$ cat config.mk
export PLATFORM = sky130hd
export DESIGN_NAME = user_event_gen
export DESIGN_NICKNAME = d
export VERILOG_FILES = /design/src/rtl/user_event_gen.sv
export SDC_FILE = /design/constraint.sdc
export NUM_CORES = 1
export LEC_CHECK = 0
export CORE_ASPECT_RATIO = 0.5
export CORE_MARGIN = 2
export CORE_UTILIZATION = 30
export CTS_CLUSTER_SIZE = 16
export DETAILED_ROUTE_END_ITERATION = 8
export SYNTH_ARGS = -nofsm -noshare
export SYNTH_HDL_FRONTEND = slang
export SYNTH_SLANG_ARGS = --single-unit
$ cat constraint.sdc
create_clock -name clk_i -period 2.6 [get_ports clk_i]
set_input_delay 0.65 -clock clk_i [delete_from_list [all_inputs] [get_ports clk_i]]
set_output_delay 0.65 -clock clk_i [all_outputs]
set_load 0.1 [all_outputs]
$ cat src/rtl/user_event_gen.sv
// user_event_gen: turns the five debounced player buttons into a queued stream
// of user_event_t codes. It edge-detects each button, auto-repeats the held
// direction key, merges duplicate pending triggers, and buffers the events in
// a small show-ahead FIFO read through a ready / read-request handshake.

package user_event_pkg;
  typedef enum logic [2:0] {
    EV_NONE     = 3'd0,
    EV_LEFT     = 3'd1,
    EV_RIGHT    = 3'd2,
    EV_DOWN     = 3'd3,
    EV_ROTATE   = 3'd4,
    EV_NEW_GAME = 3'd5
  } user_event_t;
endpackage

module user_event_gen
  import user_event_pkg::*;
#(
  parameter int FIFO_DEPTH    = 4,
  parameter int REPEAT_DELAY  = 25_000_000,
  parameter int REPEAT_PERIOD = 5_000_000
) (
  input  logic        clk_i,
  input  logic        rst_i,
  input  logic        btn_left_i,
  input  logic        btn_right_i,
  input  logic        btn_down_i,
  input  logic        btn_rotate_i,
  input  logic        btn_new_game_i,
  output user_event_t user_event_o,
  output logic        user_event_ready_o,
  input  logic        user_event_rd_req_i,
  output logic        evt_lost_o
);

  // Key bit positions inside the 5-bit button / pending vectors.
  localparam int K_LEFT  = 0;
  localparam int K_RIGHT = 1;
  localparam int K_DOWN  = 2;
  localparam int K_ROT   = 3;
  localparam int K_NEW   = 4;

  localparam int PTR_W   = $clog2(FIFO_DEPTH);
  localparam int MAX_CNT = (REPEAT_DELAY > REPEAT_PERIOD) ? REPEAT_DELAY : REPEAT_PERIOD;
  localparam int CNT_W   = $clog2(MAX_CNT);

  localparam logic [CNT_W-1:0] DELAY_LD  = CNT_W'(REPEAT_DELAY - 1);
  localparam logic [CNT_W-1:0] PERIOD_LD = CNT_W'(REPEAT_PERIOD - 1);
  localparam logic [PTR_W:0]   FULL_CNT  = (PTR_W + 1)'(FIFO_DEPTH);

  typedef enum logic [1:0] {
    S_IDLE   = 2'd0,
    S_DELAY  = 2'd1,
    S_REPEAT = 2'd2
  } rep_state_t;

  // Lowest index wins among direction keys: LEFT > RIGHT > DOWN.
  function automatic logic [1:0] first_dir(input logic [2:0] v);
    logic [1:0] idx;
    idx = 2'd2;
    if (v[1]) idx = 2'd1;
    if (v[0]) idx = 2'd0;
    return idx;
  endfunction

  // One-hot pick of the pending key: NEW_GAME > ROTATE > LEFT > RIGHT > DOWN.
  function automatic logic [4:0] arb_pick(input logic [4:0] pend);
    logic [4:0] sel;
    sel = '0;
    if (pend[K_NEW])        sel[K_NEW]   = 1'b1;
    else if (pend[K_ROT])   sel[K_ROT]   = 1'b1;
    else if (pend[K_LEFT])  sel[K_LEFT]  = 1'b1;
    else if (pend[K_RIGHT]) sel[K_RIGHT] = 1'b1;
    else if (pend[K_DOWN])  sel[K_DOWN]  = 1'b1;
    return sel;
  endfunction

  function automatic user_event_t key_to_event(input logic [4:0] sel);
    user_event_t ev;
    ev = EV_NONE;
    if (sel[K_NEW])        ev = EV_NEW_GAME;
    else if (sel[K_ROT])   ev = EV_ROTATE;
    else if (sel[K_LEFT])  ev = EV_LEFT;
    else if (sel[K_RIGHT]) ev = EV_RIGHT;
    else if (sel[K_DOWN])  ev = EV_DOWN;
    return ev;
  endfunction

  logic [4:0]  w_btn;
  logic [4:0]  r_prev;
  logic        r_armed;
  logic [4:0]  w_rise;
  logic [2:0]  w_dir_rise;

  rep_state_t       r_state, w_state_nxt;
  logic [1:0]       r_held, w_held_nxt;
  logic [CNT_W-1:0] r_cnt, w_cnt_nxt;
  logic [2:0]       w_rep_trig;
  logic [2:0]       w_other_rise;
  logic             w_held_lvl;

  logic [4:0]  w_trig;
  logic [4:0]  r_pend;
  logic [4:0]  w_sel;
  logic [4:0]  w_clr;
  user_event_t w_sel_ev;
  logic        r_lost;

  user_event_t r_mem [FIFO_DEPTH];
  logic [PTR_W-1:0] r_wr_ptr;
  logic [PTR_W-1:0] r_rd_ptr;
  logic [PTR_W:0]   r_count;
  logic             w_full;
  logic             w_empty;
  logic             w_wr_en;
  logic             w_rd_en;

  assign w_btn = {btn_new_game_i, btn_rotate_i, btn_down_i, btn_right_i, btn_left_i};

  // The first cycle after reset only captures the button levels, so a button
  // held through reset does not count as a fresh press.
  assign w_rise     = w_btn & ~r_prev & {5{r_armed}};
  assign w_dir_rise = w_rise[2:0];

  // Edge-detect history and the post-reset arming flag.
  always_ff @(posedge clk_i or negedge rst_i) begin
    if (!rst_i) begin
      r_prev  <= '0;
      r_armed <= 1'b0;
    end else begin
      r_prev  <= w_btn;
      r_armed <= 1'b1;
    end
  end

  assign w_held_lvl   = w_btn[r_held];
  assign w_other_rise = w_dir_rise & ~(3'b001 << r_held);

  // Repeat tracker state register.
  always_ff @(posedge clk_i or negedge rst_i) begin
    if (!rst_i) begin
      r_state <= S_IDLE;
      r_held  <= 2'd0;
      r_cnt   <= '0;
    end else begin
      r_state <= w_state_nxt;
      r_held  <= w_held_nxt;
      r_cnt   <= w_cnt_nxt;
    end
  end

  // Repeat tracker next state: a new direction press (re)starts the delay,
  // releasing the held key stops it, and each expiry emits one repeat.
  always_comb begin
    w_state_nxt = r_state;
    w_held_nxt  = r_held;
    w_cnt_nxt   = r_cnt;
    w_rep_trig  = '0;
    case (r_state)
      S_IDLE: begin
        if (|w_dir_rise) begin
          w_held_nxt  = first_dir(w_dir_rise);
          w_cnt_nxt   = DELAY_LD;
          w_state_nxt = S_DELAY;
        end
      end
      S_DELAY, S_REPEAT: begin
        if (|w_other_rise) begin
          w_held_nxt  = first_dir(w_other_rise);
          w_cnt_nxt   = DELAY_LD;
          w_state_nxt = S_DELAY;
        end else if (!w_held_lvl) begin
          w_state_nxt = S_IDLE;
        end else if (r_cnt == '0) begin
          w_rep_trig[r_held] = 1'b1;
          w_cnt_nxt          = PERIOD_LD;
          w_state_nxt        = S_REPEAT;
        end else begin
          w_cnt_nxt = r_cnt - CNT_W'(1);
        end
      end
      default: begin
        w_state_nxt = S_IDLE;
      end
    endcase
  end

  assign w_trig = w_rise | {2'b00, w_rep_trig};

  assign w_full   = (r_count == FULL_CNT);
  assign w_empty  = (r_count == '0);
  assign w_sel    = arb_pick(r_pend);
  assign w_sel_ev = key_to_event(w_sel);
  // A full FIFO still accepts a write when the head is popped the same cycle.
  assign w_wr_en  = (|r_pend) && (!w_full || user_event_rd_req_i);
  assign w_rd_en  = user_event_rd_req_i && !w_empty;
  assign w_clr    = w_wr_en ? w_sel : 5'b0;

  // Pending bits; a retrigger of a key still waiting is merged and flagged.
  always_ff @(posedge clk_i or negedge rst_i) begin
    if (!rst_i) begin
      r_pend <= '0;
      r_lost <= 1'b0;
    end else begin
      r_pend <= (r_pend & ~w_clr) | w_trig;
      r_lost <= |(w_trig & r_pend & ~w_clr);
    end
  end

  // Show-ahead event FIFO storage and pointers.
  always_ff @(posedge clk_i or negedge rst_i) begin
    if (!rst_i) begin
      for (int i = 0; i < FIFO_DEPTH; i++) begin
        r_mem[i] <= EV_NONE;
      end
      r_wr_ptr <= '0;
      r_rd_ptr <= '0;
      r_count  <= '0;
    end else begin
      if (w_wr_en) begin
        r_mem[r_wr_ptr] <= w_sel_ev;
        r_wr_ptr        <= r_wr_ptr + PTR_W'(1);
      end
      if (w_rd_en) begin
        r_rd_ptr <= r_rd_ptr + PTR_W'(1);
      end
      case ({w_wr_en, w_rd_en})
        2'b10:   r_count <= r_count + (PTR_W + 1)'(1);
        2'b01:   r_count <= r_count - (PTR_W + 1)'(1);
        default: r_count <= r_count;
      endcase
    end
  end

  assign user_event_o       = r_mem[r_rd_ptr];
  assign user_event_ready_o = !w_empty;
  assign evt_lost_o         = r_lost;

endmodule

==> results.ini, run 1 <==
[synth]
synth.distinct_cells=62
synth_mux_area_share_pct=3.53
synthTopCellsByCount=dfrtp_1, nand2_1, o21ai_0
synth_xor_area_share_pct=2.69
synth_seq_cells=60
synth_edf_count=0
async_reset_ff_share_pct=100
synth-simple-area-share_pct=21.9
synthTopCellsByArea=dfrtp_1, o21ai_0, nand2_1
yosys.area.top_type_share_pct=46.1
syn-num-nets=360
yosys.area.top_type=dfrtp_1
synthCells=342
synth_most_common_cell=dfrtp_1
syn-cell-area_mm2=0.00326
synth_top_family_by_area=simple AND/OR/NAND/NOR gates
syn_area_per_cell_um2=9.52
ys_warn_count=0
synthAdderAreaFrac_pct=4.07
synth-compound-area-share_pct=17.6
yosysSeqAreaShare_pct=46.1
synth_top_flop_cell=dfrtp_1

[clock_tree]
tritoncts=built
clockBufferDepth=2
cts_resized=0
clock-root-buffer=clkbuf_16
clk-insertion-delay-late_ps=340
numCtsBuffers=9
postCtsHoldBufs=0
cts_sinks=60
htree_levels=3
post_cts_buffers=0
cts.clk_slew.worst_paths_ps=50

[route]
drc=0
wl_mm=7.24
wl_per_cell_um=13.6
dr.pass1.iters=4
via_count=2607
drt_iter0_drc=134
via_per_inst=4.91
antenna_left=0

[worst_setup_path]
max_stage_delay_ps=480
end_kind=register
critPathSlowestCell=clkdlybuf4s50_1
start_kind=input port
cp_cell_sequence=clkdlybuf4s50_1, and3b_1, a211oi_2, o21ai_2, buf_4, or3_1, a21oi_1, a31oi_1
crit_family=compound AO/OA/AOI/OAI gates
crit_fanout=5
cp_num_buf_inv=2
cp_data_arrival_time_ps=2560
critPathRequiredTime_ps=2810
crit_type=input port to register

[global_routing]
grt_usage_pct=14.1
grt_pass1_wl_mm=12.7
antenna_found_initial=0
first_global_vias=2593
grt.overflow.total=0
grt_start_max_net_pins=22

[finish]
nNetsFinal=404
syn_to_final_growth_pct=25.2
n_antenna_cell=0
n_fill_cell=1025
regArea_mm2=0.00150
drive_above_1_share_pct=18.4
fin_util_pct=39.3
multi_input_area_mm2=0.00163

[floorplanning]
core_mm2=0.0104
num_rows=26
die_area_mm2=0.0118
die_w_um=151
die_h_um=77.7
start_util_pct=31.4
io_pins=13

[placed_design]
dp_hpwl_mm=5.29
gp_congestion=0.812
port-buffer-count=12
pre_cts_ws_ps=-125

[status]
outcome=finished clean

[power]
leakagePower_nw=1.74
ir_drop_v=0.000388
powerDensity_mw_per_mm2=1110

[timing]
worst_pin_slew_ps=507
relSlewSlack_pct=66.2
skew_ps=4.06
finalHoldViolations=0
slew_violations=0
finalSetupTns_ps=0
layout_setup_ws_ps=253
finalSetupViolations=0
finalCriticalPeriod_ps=2350
finalCritPeriodShare_pct=90.3
fmax_ghz=0.426
rsz0062_at_grt=no

[flow_run]
cap_violations=0

[min_path]
hold_class=input port to async pin

cells by family after synthesis:
kind of cell / Yosys count
buffers and inverters: 30
flip-flops: 60
adder cells (fa/ha/maj): 10
AND/OR/NAND/NOR: 135
other: 1
AO/OA/AOI/OAI: 90
XOR/XNOR: 10
multiplexers: 6
sequential cells by signal, indices dropped and copies added (netlist names):
signal	count
evt_lost_o	1
r_armed	1
r_cnt	25
r_count	3
r_held	2
r_mem	12
r_pend	5
r_prev	5
r_rd_ptr	2
r_state	2
r_wr_ptr	2
path summary, 6_finish.rpt:
path                             startpoint          to  slack (ps)  cells after the start
worst min-delay path                  rst_i    r_cnt[0]         280                      1
worst max-delay path            btn_right_i   r_cnt[14]         250                      8
min in group clk_i                r_mem[10]   r_mem[10]         470                      2
worst max register to register    r_cnt[18]  evt_lost_o         310                      7
max in group asynchronous             rst_i    r_mem[8]        1630                      2
worst min register to register    r_mem[10]   r_mem[10]         470                      2
cell usage in the layout (no fill, tap or decap), drive strengths merged, types with 4 or more instances in the layout:
cell type	count
a21oi	24
a31oi	5
and3	5
buf	35
clkbuf	10
clkdlybuf4s50	6
dfrtp	60
ha	9
inv	21
mux4	4
nand2	37
nand2b	4
nand3	10
nand3b	4
nand4	5
nor2	25
nor3	19
o211ai	4
o21ai	32
or3	7
xor2	7
area by class of cell:
type / count / area share, %
Multi-Input combinational cell: 252 / 40.1
Clock buffer: 10 / 5.86
Clock inverter: 6 / 2.73
Timing Repair Buffer: 41 / 8.16
Sequential cell: 60 / 36.8
Inverter: 22 / 2.06
Tap cell: 140 / 4.30
metrics by stage:
step | cells | instance area [µm²] | hold slack [ps] | total power [mW]
finish | 531 | 4080 | 284 | 4.51
global route | 531 | 4080 | 309 | 4.81
CTS | 531 | 4080 | 297 | 4.56
detailed placement | 515 | 3730 | 468 | 3.14
global placement | 515 | 3730 | 458 | 3.11
floorplan | 342 | 3260 | 354 | 2.58
worst reg2reg max path, stage by stage, from the launching register on:
cell	delay, ps
dfrtp_1	400
nor3_1	310
nand4_1	320
or3_1	590
clkinv_2	110
nand2_1	100
o21ai_0	240
buf_4	160
power by group:
group,internal (mW),total [mW],switching (mW)
sequential,1.14,1.34,0.203
clock,0.961,1.39,0.432
combinational,0.713,1.78,1.06
total,2.81,4.51,1.70
layer usage:
metal	wire length [µm]	part of all wire [%]	GRT usage, %	up-vias
met5	0	0	0	-
met1	3510	48	18.2	1239
met3	317	4.4	5.71	9
met4	120	1.7	4.77	0
met2	3290	45	21.5	45
li1	-	-	-	1314
Power figures use the tool's default switching activity.
==> inputs of run 2 (changes only) <==
--- a/config.mk
+++ b/config.mk
@@ -5,11 +5,13 @@
 export SDC_FILE = /design/constraint.sdc
 export NUM_CORES = 1
 export LEC_CHECK = 0
+export ABC_CLOCK_PERIOD_IN_PS = 2600
 export CORE_ASPECT_RATIO = 0.5
 export CORE_MARGIN = 2
 export CORE_UTILIZATION = 30
 export CTS_CLUSTER_SIZE = 16
 export DETAILED_ROUTE_END_ITERATION = 8
+export MAX_ROUTING_LAYER = met4
 export SYNTH_ARGS = -nofsm -noshare
 export SYNTH_HDL_FRONTEND = slang
 export SYNTH_SLANG_ARGS = --single-unit
==> run 2 against run 1 <==
Flip-flop and latch count unchanged; critical path depth is the same; hold slack improved by 0.92 ps; design area unchanged; die area unchanged; clock skew up 1.2 ps; final cell count did not move; setup slack got worse by 0.65 ps; global-route usage up 0.39 points; maximum frequency about the same.
==> results.ini, run 2 (synthesis results as in run 1) <==
[global_routing]
grt_pass1_wl_mm=12.7  ; about the same
first_global_vias=2583  ; was 2593
grt_usage_pct=14.5  ; was 14.1%
grt_start_max_net_pins=22  ; unchanged
grt.overflow.total=0  ; unchanged
antenna_found_initial=0  ; unchanged

[finish]
drive_above_1_share_pct=18.4  ; unchanged
nNetsFinal=404  ; unchanged
syn_to_final_growth_pct=25.2  ; unchanged
largest_reg_flops=25  ; unchanged
reg_top3=r_cnt x25, r_mem x12  ; unchanged
final_common_cell=dfrtp_1  ; unchanged
final_cell_area_mm2=0.00408  ; unchanged
layout.cells.non_filler=531  ; unchanged
n_antenna_cell=0  ; unchanged
n_fill_cell=1025  ; unchanged
regMostFlops=r_cnt  ; unchanged
layout_common_cells=dfrtp_1, nand2_1, buf_4  ; unchanged
fin_util_pct=39.3  ; unchanged

[timing]
finalSetupViolations=0  ; unchanged
fmax_ghz=0.426  ; about the same
finalCriticalPeriod_ps=2350  ; about the same
worst_pin_slew_ps=503  ; was 507 ps
finalHoldViolations=0  ; unchanged
relSlewSlack_pct=66.5  ; was 66.2%
finalCritPeriodShare_pct=90.3  ; about the same
slew_violations=0  ; unchanged
rsz0062_at_grt=no  ; unchanged
skew_ps=5.30  ; was 4.06 ps

[worst_setup_path]
critPathSlowestCell=clkdlybuf4s50_1  ; unchanged
cp_data_arrival_time_ps=2560  ; about the same
start_kind=input port  ; unchanged
max_stage_delay_ps=480  ; about the same
crit_type=input port to register  ; unchanged
critPathRequiredTime_ps=2810  ; about the same
cp_cell_sequence=clkdlybuf4s50_1, and3b_1, a211oi_2, o21ai_2, buf_4, or3_1, a21oi_1, a31oi_1  ; unchanged
crit_family=compound AO/OA/AOI/OAI gates  ; unchanged
crit_fanout=5  ; unchanged
end_kind=register  ; unchanged
cp_num_buf_inv=2  ; unchanged
reg2reg_setup_slack_ps=330  ; was 310 ps

[placed_design]
port-buffer-count=12  ; unchanged
placedCellCount=515  ; unchanged
postPlaceCellArea_mm2=0.00373  ; unchanged
gp_congestion=0.824  ; was 0.812
dp_hpwl_mm=5.29  ; unchanged

[clock_tree]
cts.clk_slew.worst_paths_ps=50  ; about the same
postCtsHoldBufs=0  ; unchanged
numCtsBuffers=9  ; unchanged
clock-root-buffer=clkbuf_16  ; unchanged
clockBufferDepth=2  ; unchanged
clk-insertion-delay-late_ps=340  ; about the same
htree_levels=3  ; unchanged
tritoncts=built  ; unchanged
post_cts_buffers=0  ; unchanged
cts_sinks=60  ; unchanged
cts_resized=0  ; unchanged

[flow_run]
cap_violations=0  ; unchanged

[floorplanning]
start_util_pct=31.4  ; unchanged
die_w_um=151  ; unchanged
core_mm2=0.0104  ; unchanged
num_rows=26  ; unchanged
die_h_um=77.7  ; unchanged
io_pins=13  ; unchanged
die_area_mm2=0.0118  ; unchanged

[route]
drt_iter0_drc=113  ; was 134
drc=0  ; unchanged
wl_mm=7.21  ; was 7.24 mm
antenna_left=0  ; unchanged
via_per_inst=4.92  ; was 4.91
wl_per_cell_um=13.6  ; about the same
dr.pass1.iters=4  ; unchanged
via_count=2613  ; was 2607

[power]
ir_drop_v=0.000389  ; was 0.000388 V
swShare_pct=37.7  ; about the same
switchingPower_mw=1.70  ; about the same
clock_power_share_pct=30.9  ; about the same
powerDensity_mw_per_mm2=1110  ; about the same
power_frac_seq_pct=29.7  ; about the same
power_frac_comb_pct=39.4  ; about the same
intPower_mw=2.81  ; about the same
leakagePower_nw=1.74  ; unchanged

[status]
outcome=finished clean  ; unchanged

[min_path]
hold_class=input port to async pin  ; unchanged

==> run 2: cell counts in the layout (fill, tap and decap cells not counted) <==
Identical to the previous run, type by type.
==> run 2: power groups by stage <==
stage / Clock (mW) / Combinational [mW] / Sequential [mW]
3_5_place_dp: 0 / 1.79 / 1.35
3_3_place_gp: 0 / 1.77 / 1.35
6_report: 1.39 / 1.77 / 1.34
2_1_floorplan: 0 / 1.31 / 1.28
4_1_cts: 1.43 / 1.80 / 1.34
5_1_grt: 1.47 / 1.96 / 1.38
==> run 2: through the flow <==
step	setup TNS (ps)	setup WS (ps)	hold slack [ps]	power (mW)
after floorplan	0	151	354	2.58
after global placement	-664	-90.6	458	3.11
after detailed placement	-1460	-125	468	3.14
after CTS	0	245	297	4.56
after global routing	0	36.5	309	4.82
final	0	253	285	4.51
==> run 2: final timing paths <==
kind                       depth (start not counted)          to   startpoint
min                                                1    r_cnt[0]        rst_i
max reg2reg                                        7  evt_lost_o    r_cnt[18]
max in group asynchronous                          2    r_mem[8]        rst_i
min in group clk_i                                 2   r_mem[10]    r_mem[10]
min reg2reg                                        2   r_mem[10]    r_mem[10]
max                                                8   r_cnt[14]  btn_right_i
==> run 2: layout make-up <==
cell class                 instances  area, µm²  area share (%)
timing repair buffer              41        333            8.16
inverter                          22       83.8            2.06
clock buffer                      10        239            5.86
tap                              140        175            4.30
sequential                        60       1500            36.8
clock inverter                     6        111            2.73
multi-input combinational        252       1630            40.1
==> run 2: worst register-to-register path, cell delays in order, from the launching register on <==
cell      delay, ps
dfrtp_1         400
nor3_1          310
nand4_1         300
or3_1           590
clkinv_2        110
nand2_1         100
o21ai_0         240
buf_4           160
==> run 2: metal layers <==
layer / GRT usage, % / wire (µm) / part of all wire (%)
met3: 5.71 / 254 / 3.5
met4: 4.77 / 134 / 1.9
met5: - / 0 / 0
met1: 18.3 / 3490 / 48
met2: 21.4 / 3330 / 46
==> inputs of run 3 (changes only) <==
--- a/config.mk
+++ b/config.mk
@@ -5,7 +5,7 @@
 export SDC_FILE = /design/constraint.sdc
 export NUM_CORES = 1
 export LEC_CHECK = 0
-export ABC_CLOCK_PERIOD_IN_PS = 2600
+export ABC_CLOCK_PERIOD_IN_PS = 2000
 export CORE_ASPECT_RATIO = 0.5
 export CORE_MARGIN = 2
 export CORE_UTILIZATION = 30
==> constraint.sdc (replaced) <==
create_clock -name clk_i -period 2 [get_ports clk_i]
set_input_delay 0.5 -clock clk_i [delete_from_list [all_inputs] [get_ports clk_i]]
set_output_delay 0.5 -clock clk_i [all_outputs]
set_load 0.1 [all_outputs]
==> run 3 against run 2 <==
Register-to-register slack got worse by 380 ps; routed wire length rose by 10%; combinational power is 79% higher; the flow now finishes with violations (setup timing); count of clock-buffer cells in the layout grew 1; design area up 19%; power grew 41%; sequential share of layout area is 5.6 points lower; sequential power rose by 28%; critical path depth down 1; critical endpoint is now r_cnt[18].
==> results.ini, run 3 (synthesis results as in run 1) <==
[global_routing]
met1_usage_pct=18.7  ; was 18.3%
grt_usage_pct=15.1  ; was 14.5%
grt_use_met3_pct=4.94  ; was 5.71%
grt.overflow.total=0  ; unchanged
grt_busiest_layer=met2  ; unchanged
grtUsageMet2_pct=23.7  ; was 21.4%
antenna_found_initial=0  ; unchanged
grt_start_max_net_pins=61  ; was 22
first_global_vias=2820  ; was 2583
grt_pass1_wl_mm=13.4  ; was 12.7 mm

[timing]
skew_ps=7.67  ; was 5.30 ps
worst_pin_slew_ps=508  ; was 503 ps
finalSetupViolations=7  ; was 0
finalCriticalPeriod_ps=2050
fmax_ghz=0.488
finalHoldViolations=0  ; unchanged
relSlewSlack_pct=65.8  ; was 66.5%
finalSetupTns_ps=-138  ; was 0 ps
layout_setup_ws_ps=-47.4  ; was 253 ps
finalCritPeriodShare_pct=102
rsz0062_at_grt=yes  ; was no
slew_violations=0  ; unchanged

[route]
via_count=2874  ; was 2613
via_per_inst=4.91  ; was 4.92
drc=0  ; unchanged
wl_mm=7.95  ; was 7.21 mm
wl_per_cell_um=13.6  ; about the same
drt_iter0_drc=156  ; was 113
antenna_left=0  ; unchanged
dr.pass1.iters=4  ; unchanged

[worst_setup_path]
end_kind=register  ; unchanged
cp_data_arrival_time_ps=2310  ; was 2560 ps
critPathRequiredTime_ps=2260  ; was 2810 ps
crit_fanout=5  ; unchanged
start_kind=register  ; was input port
crit_type=register to register  ; was input port to register

[placed_design]
port-buffer-count=12  ; unchanged
pre_cts_ws_ps=-559  ; was -125 ps
gp_congestion=0.833  ; was 0.824
postPlaceCellArea_mm2=0.00413  ; was 0.00373 mm²
dp_hpwl_mm=5.52  ; was 5.29 mm
placedCellCount=555  ; was 515

[clock_tree]
numCtsBuffers=9  ; unchanged
clockBufferDepth=2  ; unchanged
cts_sinks=60  ; unchanged
cts.clk_slew.worst_paths_ps=50  ; about the same
tritoncts=built  ; unchanged
htree_levels=3  ; unchanged
clk-insertion-delay-late_ps=330  ; was 340 ps
clock-root-buffer=clkbuf_16  ; unchanged

[floorplanning]
io_pins=13  ; unchanged
core_mm2=0.0104  ; unchanged
die_area_mm2=0.0118  ; unchanged
die_w_um=151  ; unchanged
start_util_pct=31.4  ; unchanged
die_h_um=77.7  ; unchanged
num_rows=26  ; unchanged

[min_path]
hold_class=input port to async pin  ; unchanged

[finish]
reg_top3=r_cnt x25, r_mem x12  ; unchanged
regMostFlops=r_cnt  ; unchanged
final_common_cell=buf_4  ; was dfrtp_1
n_antenna_cell=0  ; unchanged
final_cell_area_mm2=0.00483  ; was 0.00408 mm²
layout_common_cells=buf_4, dfrtp_1, nand2_1  ; was dfrtp_1, nand2_1, buf_4
drive_above_1_share_pct=40.7  ; was 18.4%
n_fill_cell=949  ; was 1025
nNetsFinal=458  ; was 404
syn_to_final_growth_pct=48.4  ; was 25.2%
largest_reg_flops=25  ; unchanged
layout.cells.non_filler=585  ; was 531

[power]
intPower_mw=3.90  ; was 2.81 mW
power_mw=6.37  ; was 4.51 mW
leakagePower_nw=2.08  ; was 1.74 nW
switchingPower_mw=2.47  ; was 1.70 mW
power_frac_comb_pct=49.7  ; was 39.4%
power_frac_seq_pct=27.1  ; was 29.7%
ir_drop_v=0.000538  ; was 0.000389 V
swShare_pct=38.8  ; was 37.7%
powerDensity_mw_per_mm2=1320  ; was 1110 mW/mm²
clock_power_share_pct=23.3  ; was 30.9%

[status]
outcome=finished with violations  ; was finished clean
violations=setup timing

[flow_run]
cap_violations=0  ; unchanged

run 3: cell types whose count changed in the layout (fill, tap and decap cells not counted), moves of 5 or more:
cell,delta
clkdlybuf4s50_1,-5
buf_4,+39
a21oi_2,+7
dfrtp_1,-5
nor3_1,-6
buf_12,+6
a21oi_1,-7
o21ai_0,-5
buf_6,+9
dfrtp_2,+5
run 3: layout make-up:
class,count,area [µm²],area share (%)
Clock buffer,11,233,4.82
Sequential cell,60,1510,31.2
Clock inverter,5,52.6,1.09
Multi-Input combinational cell,252,1930,40.0
Inverter,22,87.6,1.81
Timing Repair Buffer,95,842,17.4
Tap cell,140,175,3.63
run 3: worst max-delay path, cell delays in order (launching register included):
cell and delay, ps:
dfrtp_1 390, or2_1 250, or4_4 460, nor3_4 330
or2_4 200, buf_4 110, o21a_1 110, o32a_1 130
run 3: stage by stage:
stage	hold slack, ps	util [%]
finish	177	46.6
global route	199	46.6
CTS	184	43.7
detailed placement	470	39.8
global placement	458	39.8
floorplan	204	-
run 3: repair_timing:
item	CTS	global route
pin swaps	13	23
setup endpoints to repair	35	34
setup buffers	8	7
hold buffers	0	0
resized for setup	30	61
run 3: metal layers:
layer | vias to the layer above | wire [µm]
li1 | 1427 | -
met1 | 1407 | 3730
met5 | - | 0
met3 | 8 | 254
met4 | 0 | 80
met2 | 32 | 3880
run 3: power groups by stage:
| stage | logic [mW] | registers (mW) | clock network, mW |
|---|---|---|---|
| after CTS | 2.87 | 1.72 | 1.52 |
| final | 3.16 | 1.72 | 1.48 |
| after global placement | 2.71 | 1.73 | 0 |
| after detailed placement | 2.74 | 1.74 | 0 |
| after floorplan | 1.72 | 1.67 | 0 |
| after global routing | 3.42 | 1.76 | 1.60 |
run 3: worst paths after layout:
check                      slack (ps)   startpoint           to  cells past startpoint
setup reg to reg                  -50    r_cnt[21]    r_cnt[18]                      7
max in group asynchronous        1540        rst_i  r_rd_ptr[0]                      2
hold reg to reg                   480     r_mem[5]     r_mem[5]                      2
hold / removal                    180        rst_i     r_cnt[2]                      2
min in group clk_i                470  btn_right_i    r_prev[1]                      1
setup / recovery                  -50    r_cnt[21]    r_cnt[18]                      7
